==> config.mk <==
export PLATFORM = sky130hd
export DESIGN_NAME = boot_flash_emu
export DESIGN_NICKNAME = d
export VERILOG_FILES = /design/src/rtl/boot_flash_emu_pkg.sv /design/src/rtl/cap_fifo.sv /design/src/rtl/boot_flash_emu.sv
export SDC_FILE = /design/constraint.sdc
export NUM_CORES = 1
export LEC_CHECK = 0
export ABC_AREA = 1
export BUFFER_PORTS_ARGS = -buffer_cell sky130_fd_sc_hd__buf_4
export CORE_MARGIN = 2
export CORE_UTILIZATION = 41
export CTS_CLUSTER_DIAMETER = 80
export CTS_CLUSTER_SIZE = 16
export DETAILED_ROUTE_END_ITERATION = 10
export HOLD_SLACK_MARGIN = 0.03
export PLACE_DENSITY = 0.6
export SYNTH_ARGS = -nofsm -noshare
export SYNTH_HDL_FRONTEND = slang
export SYNTH_HIERARCHICAL = 1
export SYNTH_SLANG_ARGS = --single-unit
==> constraint.sdc <==
create_clock -name i_clk -period 4.65 [get_ports i_clk]
set_input_delay 0.2325 -clock i_clk [delete_from_list [all_inputs] [get_ports i_clk]]
set_output_delay 0.2325 -clock i_clk [all_outputs]
set_load 0.03 [all_outputs]
==> src/rtl/boot_flash_emu_pkg.sv <==
// Shared constants and elaboration-time helpers for the boot-flash emulator.
package boot_flash_emu_pkg;

  localparam logic [31:0] NOP_WORD = 32'h6000_0000;

  function automatic int unsigned ceil_div(input int unsigned num, input int unsigned den);
    return (num + den - 1) / den;
  endfunction

  // $clog2 that never yields a zero-width select
  function automatic int unsigned clog2_min1(input int unsigned val);
    return (val <= 1) ? 1 : $clog2(val);
  endfunction

endpackage

==> src/rtl/cap_fifo.sv <==
// Capture FIFO: power-of-two ring buffer with flush, occupancy and combinational head.
module cap_fifo #(
  parameter int unsigned WIDTH = 19,
  parameter int unsigned DEPTH = 4,
  localparam int unsigned PTR_W = $clog2(DEPTH),
  localparam int unsigned CNT_W = PTR_W + 1
) (
  input  logic             clk_i,
  input  logic             rst_ni,
  input  logic             push_i,
  input  logic             pop_i,
  input  logic             clr_i,
  input  logic [WIDTH-1:0] data_i,
  output logic [WIDTH-1:0] head_c_o,
  output logic [CNT_W-1:0] count_o
);

  logic [WIDTH-1:0] mem_q [DEPTH];
  logic [PTR_W-1:0] wr_ptr_q, wr_ptr_d;
  logic [PTR_W-1:0] rd_ptr_q, rd_ptr_d;
  logic [CNT_W-1:0] count_q, count_d;
  logic             full, empty, do_push, do_pop;

  // A push into a full FIFO is only legal when the head leaves in the same cycle
  always_comb begin
    empty    = (count_q == '0);
    full     = (count_q == CNT_W'(DEPTH));
    do_pop   = pop_i & ~empty & ~clr_i;
    do_push  = push_i & (~full | do_pop) & ~clr_i;
    wr_ptr_d = wr_ptr_q + PTR_W'(do_push);
    rd_ptr_d = rd_ptr_q + PTR_W'(do_pop);
    count_d  = count_q + CNT_W'(do_push) - CNT_W'(do_pop);
    if (clr_i) begin
      wr_ptr_d = '0;
      rd_ptr_d = '0;
      count_d  = '0;
    end
  end

  always_ff @(posedge clk_i or negedge rst_ni) begin
    if (!rst_ni) begin
      wr_ptr_q <= '0;
      rd_ptr_q <= '0;
      count_q  <= '0;
    end else begin
      wr_ptr_q <= wr_ptr_d;
      rd_ptr_q <= rd_ptr_d;
      count_q  <= count_d;
    end
  end

  always_ff @(posedge clk_i or negedge rst_ni) begin
    if (!rst_ni) begin
      for (int unsigned i = 0; i < DEPTH; i++) mem_q[i] <= '0;
    end else if (do_push) begin
      mem_q[wr_ptr_q] <= data_i;
    end
  end

  assign head_c_o = mem_q[rd_ptr_q];
  assign count_o  = count_q;

endmodule

==> src/rtl/boot_flash_emu.sv <==
// Byte-wide parallel flash emulator: serves a programmable pattern on the boot bus and
// captures fetch addresses for sliced host readout.
module boot_flash_emu
  import boot_flash_emu_pkg::*;
#(
  parameter int unsigned ADDR_N    = 19,
  parameter int unsigned DATA_N    = 8,
  parameter int unsigned PAT_DEPTH = 8,
  parameter int unsigned CAP_DEPTH = 4,
  parameter int unsigned CHUNK_N   = 2,
  localparam int unsigned NCHUNK   = ceil_div(ADDR_N, CHUNK_N),
  localparam int unsigned IDX_W    = clog2_min1(PAT_DEPTH),
  localparam int unsigned SEL_W    = clog2_min1(NCHUNK),
  localparam int unsigned CNT_W    = $clog2(CAP_DEPTH) + 1
) (
  input  logic              i_clk,
  input  logic              i_rst_n,
  input  logic [ADDR_N-1:0] address,
  input  logic              _e,
  input  logic              _g,
  output logic [DATA_N-1:0] x_data,
  output logic              x_data_oe,
  input  logic              i_mode,
  input  logic              i_clr,
  input  logic              i_pat_we,
  input  logic [IDX_W-1:0]  i_pat_idx,
  input  logic [DATA_N-1:0] i_pat_data,
  input  logic              i_pop,
  input  logic [SEL_W-1:0]  i_addr,
  output logic [CHUNK_N-1:0] _o_data,
  output logic [CNT_W-1:0]  o_count,
  output logic              o_ovf,
  output logic              s
);

  localparam int unsigned PAD_W = NCHUNK * CHUNK_N;
  localparam logic [DATA_N-1:0] NOP_BYTE = DATA_N'(NOP_WORD >> 24);

  logic e_s1_q, e_s_q, g_s1_q, g_s_q;
  logic acc_q;
  logic [DATA_N-1:0] x_data_q, x_data_d;
  logic oe_q, oe_d;
  logic [CHUNK_N-1:0] o_data_q, o_data_d;
  logic s_q, s_d, ovf_q, ovf_d;
  logic [DATA_N-1:0] pat_q [PAT_DEPTH];

  logic acc, acc_nxt, start;
  logic fifo_empty, fifo_full, pop_eff, push_req, push_ok;
  logic [ADDR_N-1:0] fifo_head;
  logic [CNT_W-1:0]  fifo_count;
  logic [PAD_W-1:0]  head_pad;

  // Strobe synchronisers come out of reset as "inactive" (high)
  always_ff @(posedge i_clk or negedge i_rst_n) begin
    if (!i_rst_n) begin
      e_s1_q <= 1'b1;
      e_s_q  <= 1'b1;
      g_s1_q <= 1'b1;
      g_s_q  <= 1'b1;
      acc_q  <= 1'b0;
    end else begin
      e_s1_q <= _e;
      e_s_q  <= e_s1_q;
      g_s1_q <= _g;
      g_s_q  <= g_s1_q;
      acc_q  <= acc;
    end
  end

  always_comb begin
    acc        = ~e_s_q & ~g_s_q;
    acc_nxt    = ~e_s1_q & ~g_s1_q;
    start      = acc & ~acc_q;
    fifo_empty = (fifo_count == '0);
    fifo_full  = (fifo_count == CNT_W'(CAP_DEPTH));
    pop_eff    = i_pop & ~fifo_empty;
    push_req   = start & (i_mode | ~s_q);
    push_ok    = push_req & (~fifo_full | pop_eff);

    x_data_d = x_data_q;
    if (start) x_data_d = pat_q[address[IDX_W-1:0]];
    // Looking one synchroniser stage ahead lets the pad release on the same edge acc falls
    oe_d  = acc & acc_nxt;
    s_d   = i_clr ? 1'b0 : (s_q | push_ok);
    ovf_d = i_clr ? 1'b0 : (ovf_q | (push_req & ~push_ok));

    head_pad = PAD_W'(fifo_head);
    o_data_d = '0;
    for (int unsigned k = 0; k < NCHUNK; k++) begin
      if (i_addr == SEL_W'(k)) o_data_d = head_pad[k*CHUNK_N +: CHUNK_N];
    end
    if (fifo_empty) o_data_d = '0;
  end

  always_ff @(posedge i_clk or negedge i_rst_n) begin
    if (!i_rst_n) begin
      x_data_q <= '0;
      oe_q     <= 1'b0;
      o_data_q <= '0;
      s_q      <= 1'b0;
      ovf_q    <= 1'b0;
    end else begin
      x_data_q <= x_data_d;
      oe_q     <= oe_d;
      o_data_q <= o_data_d;
      s_q      <= s_d;
      ovf_q    <= ovf_d;
    end
  end

  // Pattern RAM: index 0 holds the NOP opcode byte, the rest are zero
  always_ff @(posedge i_clk or negedge i_rst_n) begin
    if (!i_rst_n) begin
      for (int unsigned i = 0; i < PAT_DEPTH; i++) pat_q[i] <= (i == 0) ? NOP_BYTE : '0;
    end else if (i_pat_we) begin
      pat_q[i_pat_idx] <= i_pat_data;
    end
  end

  cap_fifo #(
    .WIDTH (ADDR_N),
    .DEPTH (CAP_DEPTH)
  ) u_cap_fifo (
    .clk_i    (i_clk),
    .rst_ni   (i_rst_n),
    .push_i   (push_ok),
    .pop_i    (pop_eff),
    .clr_i    (i_clr),
    .data_i   (address),
    .head_c_o (fifo_head),
    .count_o  (fifo_count)
  );

  assign x_data    = x_data_q;
  assign x_data_oe = oe_q;
  assign _o_data   = o_data_q;
  assign o_count   = fifo_count;
  assign o_ovf     = ovf_q;
  assign s         = s_q;

endmodule

==> results of run 1 <==
## synth_stat cells
library cell and number:
nor2_4 1, clkbuf_1 14, nand2_1 238, nor2_8 2, o211ai_1 16, o21ai_2 1
fa_1 1, nand3_4 5, nor3_4 1, nand4_1 81, a21oi_1 11, a31oi_4 1
nand3_1 13, nor2_1 103, o21ai_0 119, buf_2 19, inv_2 4, buf_6 10
nor2_2 5, nor3_1 2, xor2_1 1, ha_1 4, o211a_1 1, buf_4 15
inv_1 36, dfrtp_1 159, dfstp_2 6, o22ai_1 28, mux2i_1 8, xnor2_1 1
o21ai_1 10, nand2_4 1
## routing by layer
layer  part of all wire  up-vias  GRT usage
met5                  0        -          0
met4              0.018        0     0.0709
met3              0.045       26     0.0412
met2               0.48      148      0.332
met1               0.46     3171      0.288
li1                   -     3190          -
## cell families (layout without fill, tap and decap cells)
kind of cell | count (synthesis) | in the layout | share of synthesized area
AOI/OAI and AO/OA | 187 | 187 | 0.131
DFF | 165 | 165 | 0.522
xor gates and xnor gates | 2 | 2 | 0.00221
and+or+nand+nor | 452 | 452 | 0.260
adders and majority gates | 5 | 5 | 0.00884
buffers and inverters | 98 | 140 | 0.0660
muxes | 8 | 8 | 0.0101
## metrics by stage
step | hold WS [ns] | setup slack (ns) | instances | instance area [µm²] | power (µW)
6_report | 0.0718 | 1.71 | 1219 | 8990 | 3700
3_5_place_dp | 0.329 | 1.71 | 1184 | 8380 | 2320
2_1_floorplan | -0.0631 | 1.88 | 917 | 7920 | 2120
3_3_place_gp | 0.332 | 1.76 | 1184 | 8380 | 2310
5_1_grt | 0.0708 | 1.44 | 1219 | 8990 | 3910
4_1_cts | 0.0593 | 1.69 | 1219 | 8990 | 3740
## how the worst min path moves through the flow
stage          slack [ns]                      to  depth (start not counted)    start
6_report             0.07   u_cap_fifo/count_o[0]                          2    i_clr
3_5_place_dp         0.33    u_cap_fifo/mem_q[60]                          1  i_rst_n
2_1_floorplan       -0.06              _o_data[0]                          0  i_rst_n
4_1_cts              0.06  u_cap_fifo/rd_ptr_q[0]                          2    i_clr
5_1_grt              0.07  u_cap_fifo/rd_ptr_q[0]                          2    i_clr
3_3_place_gp         0.33    u_cap_fifo/mem_q[22]                          1  i_rst_n
## power breakdown
group	leakage [µW]	internal [µW]	total (µW)	switching [µW]
registers	0.00214	1640	1750	110
clock network	0.000290	763	1410	646
logic	0.00203	202	541	339
total	0.00445	2610	3700	1090
## timing repair
item,CTS,global route
endpoints found under the hold margin,74,0
gates resized for setup,0,0
hold buffers,3,0
## area by class of cell
| cell class | count | area, µm² | area share |
|---|---|---|---|
| clock buffers | 17 | 425 | 0.0473 |
| multi-input cells | 654 | 3260 | 0.363 |
| repair buffers | 68 | 534 | 0.0594 |
| well taps | 260 | 325 | 0.0362 |
| flip-flops and latches | 165 | 4140 | 0.460 |
| clock inverters | 15 | 160 | 0.0178 |
| inverters | 40 | 150 | 0.0167 |
## state kept, by name, indices dropped and copies added (netlist names), 2 cells and up
register	count
_o_data	2
pat_q	64
u_cap_fifo/count_o	3
u_cap_fifo/mem_q	76
u_cap_fifo/rd_ptr_q	2
u_cap_fifo/wr_ptr_q	2
x_data	8
==> out/results.ini, run 1 <==
[timing]
post-route-period-util=0.632
max_slew_margin=0.391
clock_skew_ns=0.00921
finalCriticalPeriod_ns=2.94
finalSetupViolations=0
final_hold_viol_count=0
fin_tns_setup_ns=0
grt_setup_unrepaired=false
max_freq_ghz=0.340
tightest_slew_ns=0.913
final_max_slew_viol_count=0

[placement]
gp_congestion=0.790
hpwl_um=11900
port-buffer-count=57

[routing]
via_per_inst=5.36
wl_per_cell_um=16.7
wirelength_um=20300
drt_iter0_drc=503
first_pass_iters=6
route.detailed.drc=0
ant_nets=0
vias=6535

[setup_path]
max_stage_delay_ns=0.46
worstSetupEndpointType=flop
worst_path_most_repeated_cell=inv_1
cp_num_cells=15
cp_top_family=simple AND/OR/NAND/NOR gates
worstSetupStartpointType=flop
crit_path_max_fanout=37
crit_path_end=u_cap_fifo/count_o[2]
cp_slowest_cell=nor2_8
r2r-end=u_cap_fifo/count_o[2]
worstReg2RegStart=g_s_q
reg2reg_depth=15
critPathKind=flop to flop
critPathRequiredTime_ns=4.97
crit_path_cell_trace=nor2_2 > inv_2 > nor2_8 > o21ai_2 > a31oi_4 > inv_1 > nor2_8 > nand2_1 > ha_1 > inv_1 > ha_1 > inv_1 > fa_1 > nor2_1 > nor2_1
critPathLaunch=g_s_q
rrSetupSlack_ns=1.71
crit_buf_inv=4
cp.arrival_ns=3.26

[pwr]
powerDensity_nw_per_um2=412
peakVddDrop_v=0.000272
leakage_uw=0.00445

[logic_synthesis]
syn_nets=964
synth_area_um2=7920
synth_area_leaders=dfrtp_1 50%, nand2_1 11%, o21ai_0 7.5%, nand4_1 6.4%, nor2_1 4.9%
synth_top_area_frac=0.502
synthCells=917
syn_area_per_cell_um2=8.64
yosysTopAreaCell=dfrtp_1
seq_area_frac_synth=0.522
synth_warnings=6
ys_ff_latch=165
ys_types=32

[finish]
drive_gt1_frac=0.129
syn_to_final_growth_pct=13.5
final_cell_mix=238 x nand2_1, 159 x dfrtp_1, 119 x o21ai_0, 103 x nor2_1, 81 x nand4_1
fillers=1870
mostFrequentLayoutCell=nand2_1
utilization=0.478
nets=993
diodes=0

[global_route]
track_usage=0.209
grt_first_pass_wirelength_um=33400
grt_max_degree=88
antenna_found_initial=0
grt_pass1_vias=6242
overflow=0

[floorplan]
die_h_um=143
start_util=0.421
row_count=50
die_x_um=143
die_area_um2=20500
coreArea_um2=18800
io_pins=58

[cts]
root_buffer=clkbuf_16
clock-sinks=165
worstSkewPairLatency_ns=0.43
cts-buffers-inserted=17
cts_max_level=4
cts_setup_buffers=0
clockBufferDepth=2
cts_tree=yes
path_clk_slew_ns=0.07

[job]
drv_cap=0

[worst_hold_path]
hp-class=primary input to flop

[outcome]
outcome=finished, final reports clean

No activity file was read; power rests on OpenSTA's default activity.
==> run 2: changes to the inputs <==
--- a/config.mk
+++ b/config.mk
@@ -5,7 +5,7 @@
 export SDC_FILE = /design/constraint.sdc
 export NUM_CORES = 1
 export LEC_CHECK = 0
-export ABC_AREA = 1
+export ABC_AREA = 0
 export BUFFER_PORTS_ARGS = -buffer_cell sky130_fd_sc_hd__buf_4
 export CORE_MARGIN = 2
 export CORE_UTILIZATION = 41
==> constraint.sdc (replaced) <==
create_clock -name i_clk -period 3 [get_ports i_clk]
set_input_delay 0.15 -clock i_clk [delete_from_list [all_inputs] [get_ports i_clk]]
set_output_delay 0.15 -clock i_clk [all_outputs]
set_load 0.03 [all_outputs]
==> out/results.ini, run 2 <==
[outcome]
outcome=finished, final reports clean  ; unchanged

[setup_path]
worstReg2RegStart=u_cap_fifo/count_o[1]  ; was g_s_q
critPathKind=flop to flop  ; unchanged
crit_path_end=u_cap_fifo/count_o[2]  ; unchanged
crit_path_max_fanout=7  ; was 37
critPathLaunch=u_cap_fifo/count_o[1]  ; was g_s_q
worstSetupEndpointType=flop  ; unchanged
reg2reg_depth=11  ; was 15
rrSetupSlack_ns=0.22  ; was 1.71 ns
cp.arrival_ns=3.08  ; was 3.26 ns
worstSetupStartpointType=flop  ; unchanged
r2r-end=u_cap_fifo/count_o[2]  ; unchanged
critPathRequiredTime_ns=3.31  ; was 4.97 ns

[logic_synthesis]
synth_area_um2=7490  ; was 7920 µm²
yosysTopAreaCell=dfrtp_1  ; unchanged
ys_types=46  ; was 32
synth_area_leaders=dfrtp_1 53%, mux2_2 20%, mux4_2 11%, dfstp_2 2.1%, mux2_4 2.0%  ; was dfrtp_1 50%, nand2_1 11%, o21ai_0 7.5%, nand4_1 6.4%, nor2_1 4.9%
synth_warnings=6  ; unchanged
synthArstFlopShare=1.00  ; unchanged
seq_area_frac_synth=0.552  ; was 0.522
synthFlopType=dfrtp_1  ; unchanged
synth_top_area_frac=0.531  ; was 0.502
synth_edf_count=0  ; unchanged
syn_area_per_cell_um2=16.0  ; was 8.64 µm²
ys_ff_latch=165  ; unchanged
syn_nets=516  ; was 964
synthCells=469  ; was 917
synth.most_common_cell=dfrtp_1  ; was nand2_1
synthTopCellsByCount=159 x dfrtp_1, 131 x mux2_2, 36 x mux4_2  ; was 238 x nand2_1, 159 x dfrtp_1, 119 x o21ai_0

[placement]
port-buffer-count=57  ; unchanged
gp_congestion=0.751  ; was 0.790
hpwl_um=9900  ; was 11900 µm
pre_cts_slack_ns=0.225  ; was 1.71 ns

[finish]
final_cell_mix=159 x dfrtp_1, 131 x mux2_2, 66 x buf_4, 36 x mux4_2, 29 x dlygate4sd3_1  ; was 238 x nand2_1, 159 x dfrtp_1, 119 x o21ai_0, 103 x nor2_1, 81 x nand4_1
syn_to_final_growth_pct=20.8  ; was 13.5%
mostFrequentLayoutCell=dfrtp_1  ; was nand2_1
fillers=1533  ; was 1870
nets=607  ; was 993
drive_gt1_frac=0.506  ; was 0.129
diodes=0  ; unchanged
regMostFlops=u_cap_fifo/mem_q  ; unchanged
largest_reg_flops=76  ; unchanged

[timing]
clock_skew_ns=0.00828  ; was 0.00921 ns
final_hold_viol_count=0  ; unchanged
fin_ws_ns=0.224  ; was 1.71 ns
post-route-period-util=0.925  ; was 0.632
final_max_slew_viol_count=0  ; unchanged
max_slew_margin=0.401  ; was 0.391
tightest_slew_ns=0.894  ; was 0.913 ns
finalSetupViolations=0  ; unchanged
fin_tns_setup_ns=0  ; unchanged
grt_setup_unrepaired=false  ; unchanged
max_freq_ghz=0.360  ; was 0.340 GHz
finalCriticalPeriod_ns=2.78  ; was 2.94 ns

[cts]
cts-buffers-inserted=17  ; unchanged
cts_setup_buffers=0  ; unchanged
clock-sinks=165  ; unchanged
path_clk_slew_ns=0.06  ; was 0.07 ns
clockBufferDepth=2  ; unchanged
cts_max_level=4  ; unchanged
cts_resized=0  ; unchanged
root_buffer=clkbuf_16  ; unchanged
cts_tree=yes  ; unchanged
worstSkewPairLatency_ns=0.42  ; was 0.43 ns
cts_hold_buf=29  ; was 3

[global_route]
grt_pass1_vias=4602  ; was 6242
overflow=0  ; unchanged
antenna_found_initial=0  ; unchanged
grt_max_degree=81  ; was 88
track_usage=0.167  ; was 0.209
grt_first_pass_wirelength_um=25100  ; was 33400 µm

[floorplan]
die_x_um=139  ; was 143 µm
die_h_um=139  ; was 143 µm
start_util=0.417  ; was 0.421
io_pins=58  ; unchanged
die_area_um2=19400  ; was 20500 µm²
row_count=49  ; was 50
coreArea_um2=18000  ; was 18800 µm²

[worst_hold_path]
hp-class=primary input to flop  ; unchanged

[routing]
ant_nets=0  ; unchanged
route.detailed.drc=0  ; unchanged
vias=4240  ; was 6535
via_per_inst=5.29  ; was 5.36
wl_per_cell_um=19.2  ; was 16.7 µm
drt_iter0_drc=162  ; was 503
wirelength_um=15400  ; was 20300 µm
first_pass_iters=4  ; was 6

[pwr]
peakVddDrop_v=0.000448  ; was 0.000272 V
leakage_uw=0.00406  ; was 0.00445 µW
powerDensity_nw_per_um2=673  ; was 412 nW/µm²

[job]
drv_cap=0  ; unchanged

## run 2: kinds of logic after synthesis
group | share of synthesized area
adders and majority gates | 0.00935
AOI/OAI and AO/OA | 0.0162
DFF | 0.552
xor gates and xnor gates | 0.00468
buffers and inverters | 0.0269
muxes | 0.340
and+or+nand+nor | 0.0511
## run 2: power by group
group          internal [µW]  leakage (µW)  switching [µW]  total [µW]
clock                   1460      0.000310             877        2340
sequential              2590       0.00209             176        2770
combinational            585       0.00166             398         983
total                   4640       0.00406            1450        6090
## run 2: cell type report
type | instances | area [µm²] | share of cell area
inverters | 4 | 15.0 | 0.00166
clock inverters | 11 | 171 | 0.0189
repair buffers | 97 | 817 | 0.0903
multi-input cells | 275 | 3160 | 0.349
well taps | 229 | 287 | 0.0317
clock buffers | 21 | 470 | 0.0520
flip-flops and latches | 165 | 4140 | 0.457
## run 2: critical path, cell delays in order, from the launching register on
cell     delay, ns
dfrtp_1       0.47
nor3_1        0.32
nor2b_1       0.11
or4b_1        0.58
nand2_1       0.13
ha_1          0.23
inv_1         0.06
ha_1          0.14
inv_1         0.05
fa_1          0.37
xnor2_1       0.16
nor2_1        0.05
## run 2: how the worst min path moves through the flow
stage / slack [ns] / cells past startpoint / endpoint / startpoint
2_1_floorplan: -0.15 / 0 / _o_data[0] / i_rst_n
3_3_place_gp: 0.24 / 1 / u_cap_fifo/mem_q[71] / i_rst_n
3_5_place_dp: 0.25 / 1 / u_cap_fifo/mem_q[71] / i_rst_n
4_1_cts: 0.08 / 4 / _o_data[1] / i_addr[2]
5_1_grt: 0.13 / 4 / _o_data[1] / i_addr[2]
6_report: 0.10 / 4 / o_ovf / i_mode
## run 2: stage by stage
step	area (µm²)	utilization	std cells	power [µW]	hold WS (ns)
global route	9050	0.504	802	6370	0.128
finish	9050	0.504	802	6090	0.104
global placement	8120	0.452	741	3720	0.241
detailed placement	8120	0.452	741	3780	0.252
floorplan	7490	-	469	3440	-0.146
CTS	9050	0.504	802	6170	0.0764
## run 2: layer usage
| metal | track usage | share of wire | vias to the layer above |
|---|---|---|---|
| li1 | - | - | 1931 |
| met1 | 0.217 | 0.44 | 2230 |
| met2 | 0.282 | 0.52 | 60 |
| met3 | 0.0352 | 0.027 | 19 |
| met4 | 0.0548 | 0.019 | 0 |
| met5 | 0 | 0 | - |
==> run 3: changes to the inputs <==
--- a/config.mk
+++ b/config.mk
@@ -7,14 +7,13 @@
 export LEC_CHECK = 0
 export ABC_AREA = 0
 export BUFFER_PORTS_ARGS = -buffer_cell sky130_fd_sc_hd__buf_4
+export CAP_MARGIN = 20
 export CORE_MARGIN = 2
 export CORE_UTILIZATION = 41
 export CTS_CLUSTER_DIAMETER = 80
 export CTS_CLUSTER_SIZE = 16
 export DETAILED_ROUTE_END_ITERATION = 10
 export HOLD_SLACK_MARGIN = 0.03
-export PLACE_DENSITY = 0.6
 export SYNTH_ARGS = -nofsm -noshare
 export SYNTH_HDL_FRONTEND = slang
-export SYNTH_HIERARCHICAL = 1
 export SYNTH_SLANG_ARGS = --single-unit
==> out/results.ini, run 3 <==
[outcome]
outcome=finished, final reports clean  ; unchanged

[routing]
via_per_inst=5.32  ; was 5.29
first_pass_iters=4  ; unchanged
ant_nets=0  ; unchanged
wirelength_um=15400  ; unchanged
drt_iter0_drc=187  ; was 162
route.detailed.drc=0  ; unchanged
wl_per_cell_um=19.1  ; was 19.2 µm
vias=4284  ; was 4240

[logic_synthesis]
ys_types=44  ; was 46
syn_area_per_cell_um2=15.6  ; was 16.0 µm²
yosysTopAreaCell=dfrtp_1  ; unchanged
synthArstFlopShare=1.00  ; unchanged
synthFlopType=dfrtp_1  ; unchanged
synthTopCellsByCount=159 x dfrtp_1, 140 x mux2_2, 34 x mux4_2  ; was 159 x dfrtp_1, 131 x mux2_2, 36 x mux4_2
synth.most_common_cell=dfrtp_1  ; unchanged
synth_area_um2=7430  ; was 7490 µm²
synth_area_leaders=dfrtp_1 54%, mux2_2 21%, mux4_2 10%, dfstp_2 2.1%, mux2i_1 1.3%  ; was dfrtp_1 53%, mux2_2 20%, mux4_2 11%, dfstp_2 2.1%, mux2_4 2.0%
syn_nets=522  ; was 516
synth_warnings=0  ; was 6
synth_top_area_frac=0.536  ; was 0.531
synth_edf_count=0  ; unchanged
synthCells=475  ; was 469
seq_area_frac_synth=0.557  ; was 0.552
ys_ff_latch=165  ; unchanged

[finish]
fillers=1504  ; was 1533
utilization=0.502  ; was 0.504
syn_to_final_growth_pct=20.6  ; was 20.8%
diodes=0  ; unchanged
largest_reg_flops=76  ; unchanged
regMostFlops=u_cap_fifo.mem_q  ; was u_cap_fifo/mem_q
mostFrequentLayoutCell=dfrtp_1  ; unchanged
finalInstanceArea_um2=8960  ; was 9050 µm²
area.sequential_um2=4140  ; unchanged
fin_cells=806  ; was 802
nets=611  ; was 607
drive_gt1_frac=0.499  ; was 0.506
final_cell_mix=159 x dfrtp_1, 140 x mux2_2, 60 x buf_4, 34 x mux4_2, 28 x dlygate4sd3_1  ; was 159 x dfrtp_1, 131 x mux2_2, 66 x buf_4, 36 x mux4_2, 29 x dlygate4sd3_1
multiInputGateArea_um2=3140  ; was 3160 µm²

[timing]
max_freq_ghz=0.404  ; was 0.360 GHz
finalSetupViolations=0  ; unchanged
grt_setup_unrepaired=false  ; unchanged
fin_tns_setup_ns=0  ; unchanged
final_max_slew_viol_count=0  ; unchanged
tightest_slew_ns=0.926  ; was 0.894 ns
clock_skew_ns=0.0103  ; was 0.00828 ns
max_slew_margin=0.380  ; was 0.401
hold_slack_ns=0.110  ; was 0.104 ns
final_hold_viol_count=0  ; unchanged
finalCriticalPeriod_ns=2.47  ; was 2.78 ns
post-route-period-util=0.825  ; was 0.925

[job]
drv_cap=0  ; unchanged

[floorplan]
die_h_um=139  ; about the same
die_area_um2=19200  ; was 19400 µm²
io_pins=58  ; unchanged
coreArea_um2=17800  ; was 18000 µm²
row_count=49  ; unchanged
die_x_um=139  ; about the same
start_util=0.416  ; was 0.417

[global_route]
overflow=0  ; unchanged
grt_max_degree=73  ; was 81
grt_first_pass_wirelength_um=25300  ; was 25100 µm
grt_pass1_vias=4719  ; was 4602
track_usage=0.171  ; was 0.167
antenna_found_initial=0  ; unchanged

[cts]
cts-buffers-inserted=17  ; unchanged
cts_setup_buffers=0  ; unchanged
clock-sinks=165  ; unchanged
path_clk_slew_ns=0.06  ; about the same
worstSkewPairLatency_ns=0.44  ; was 0.42 ns
cts_resized=0  ; unchanged
clockBufferDepth=2  ; unchanged
cts_hold_buf=28  ; was 29
root_buffer=clkbuf_16  ; unchanged
cts_tree=yes  ; unchanged
cts_max_level=4  ; unchanged

[pwr]
p_seq_frac=0.459  ; was 0.454
peakVddDrop_v=0.000435  ; was 0.000448 V
pwr-share-comb=0.198  ; was 0.161
power_frac_clock=0.343  ; was 0.384
p_int_uw=4450  ; was 4640 µW
p_switching_uw=1720  ; was 1450 µW
leakage_uw=0.00398  ; was 0.00406 µW
powerDensity_nw_per_um2=688  ; was 673 nW/µm²
switching_share=0.279  ; was 0.238

[placement]
place_inst=745  ; was 741
gp_congestion=0.751  ; about the same
port-buffer-count=57  ; unchanged
dpl-instance-area_um2=8090  ; was 8120 µm²
hpwl_um=9780  ; was 9900 µm

[setup_path]
cp.arrival_ns=2.79  ; was 3.08 ns
cp_top_family=adder cells  ; was simple AND/OR/NAND/NOR gates
cp_slowest_cell=nor3_1  ; was or4b_1
crit_buf_inv=2  ; unchanged
crit_path_max_fanout=5  ; was 7
worstSetupEndpointType=flop  ; unchanged
max_stage_delay_ns=0.50  ; was 0.58 ns
critPathKind=flop to flop  ; unchanged
worstSetupStartpointType=flop  ; unchanged
crit_path_cell_trace=nor3_1 > nor3b_1 > ha_1 > inv_1 > ha_1 > inv_1 > fa_1 > xor2_1 > xnor2_1 > nor2_1  ; was nor3_1 > nor2b_1 > or4b_1 > nand2_1 > ha_1 > inv_1 > ha_1 > inv_1 > fa_1 > xnor2_1 > nor2_1
critPathRequiredTime_ns=3.32  ; was 3.31 ns

[worst_hold_path]
hp-class=primary input to flop  ; unchanged

[run 3: cell types whose count changed after synthesis, moves of 4 or more]
cell      change
mux2_2        +9
buf_4         -4
nand2b_1      +4
clkbuf_1      +9
buf_2         -6
o21ai_0       +6
mux2_4        -9
a21oi_1       +5
[run 3: cells by family after synthesis]
kind of cell	synth area share
mux	0.331
flops	0.557
simple gates	0.0546
compound gates	0.0236
buf+inv	0.0197
fa+ha+maj	0.00944
xor+xnor	0.00472
[run 3: final timing paths]
kind,startpoint,to,slack (ns),cells past startpoint
max,u_cap_fifo.count_o[1],u_cap_fifo.count_o[2],0.53,10
min,i_pop,o_ovf,0.11,4
max reg2reg,u_cap_fifo.count_o[1],u_cap_fifo.count_o[2],0.53,10
min reg2reg,e_s1_q,e_s_q,0.37,0
max in group asynchronous,i_rst_n,u_cap_fifo.mem_q[9],1.83,3
min in group asynchronous,i_rst_n,u_cap_fifo.mem_q[52],0.30,2
[run 3: metrics by stage]
| step | setup WS [ns] | power (µW) |
|---|---|---|
| floorplan | 0.704 | 3670 |
| global placement | 0.618 | 4020 |
| detailed placement | 0.523 | 4080 |
| CTS | 0.505 | 6240 |
| global route | 0.351 | 6480 |
| finish | 0.525 | 6160 |
[run 3: area by class of cell]
| cell class | instances | area share |
|---|---|---|
| clock inverter | 14 | 0.0154 |
| tap | 229 | 0.0320 |
| multi-input combinational | 283 | 0.351 |
| clock buffer | 18 | 0.0490 |
| sequential | 165 | 0.462 |
| timing repair buffer | 92 | 0.0890 |
| inverter | 5 | 0.00209 |
[run 3: metal layers]
metal	track usage	routed length [µm]
met1	0.216	6780
met2	0.289	7940
met3	0.0439	470
met4	0.0585	199
met5	0	0
[run 3: worst min-delay path, stage by stage]
cell	delay (ns)
buf_4	0.08
nor4b_1	0.06
a31oi_1	0.16
nor2_1	0.05
[run 3: power groups by stage]
stage	logic (µW)	registers [µW]	clock network, µW
final	1220	2830	2110
after global routing	1320	2880	2280
after CTS	1240	2830	2170
after detailed placement	1210	2870	0
after global placement	1180	2840	0
after floorplan	779	2890	0
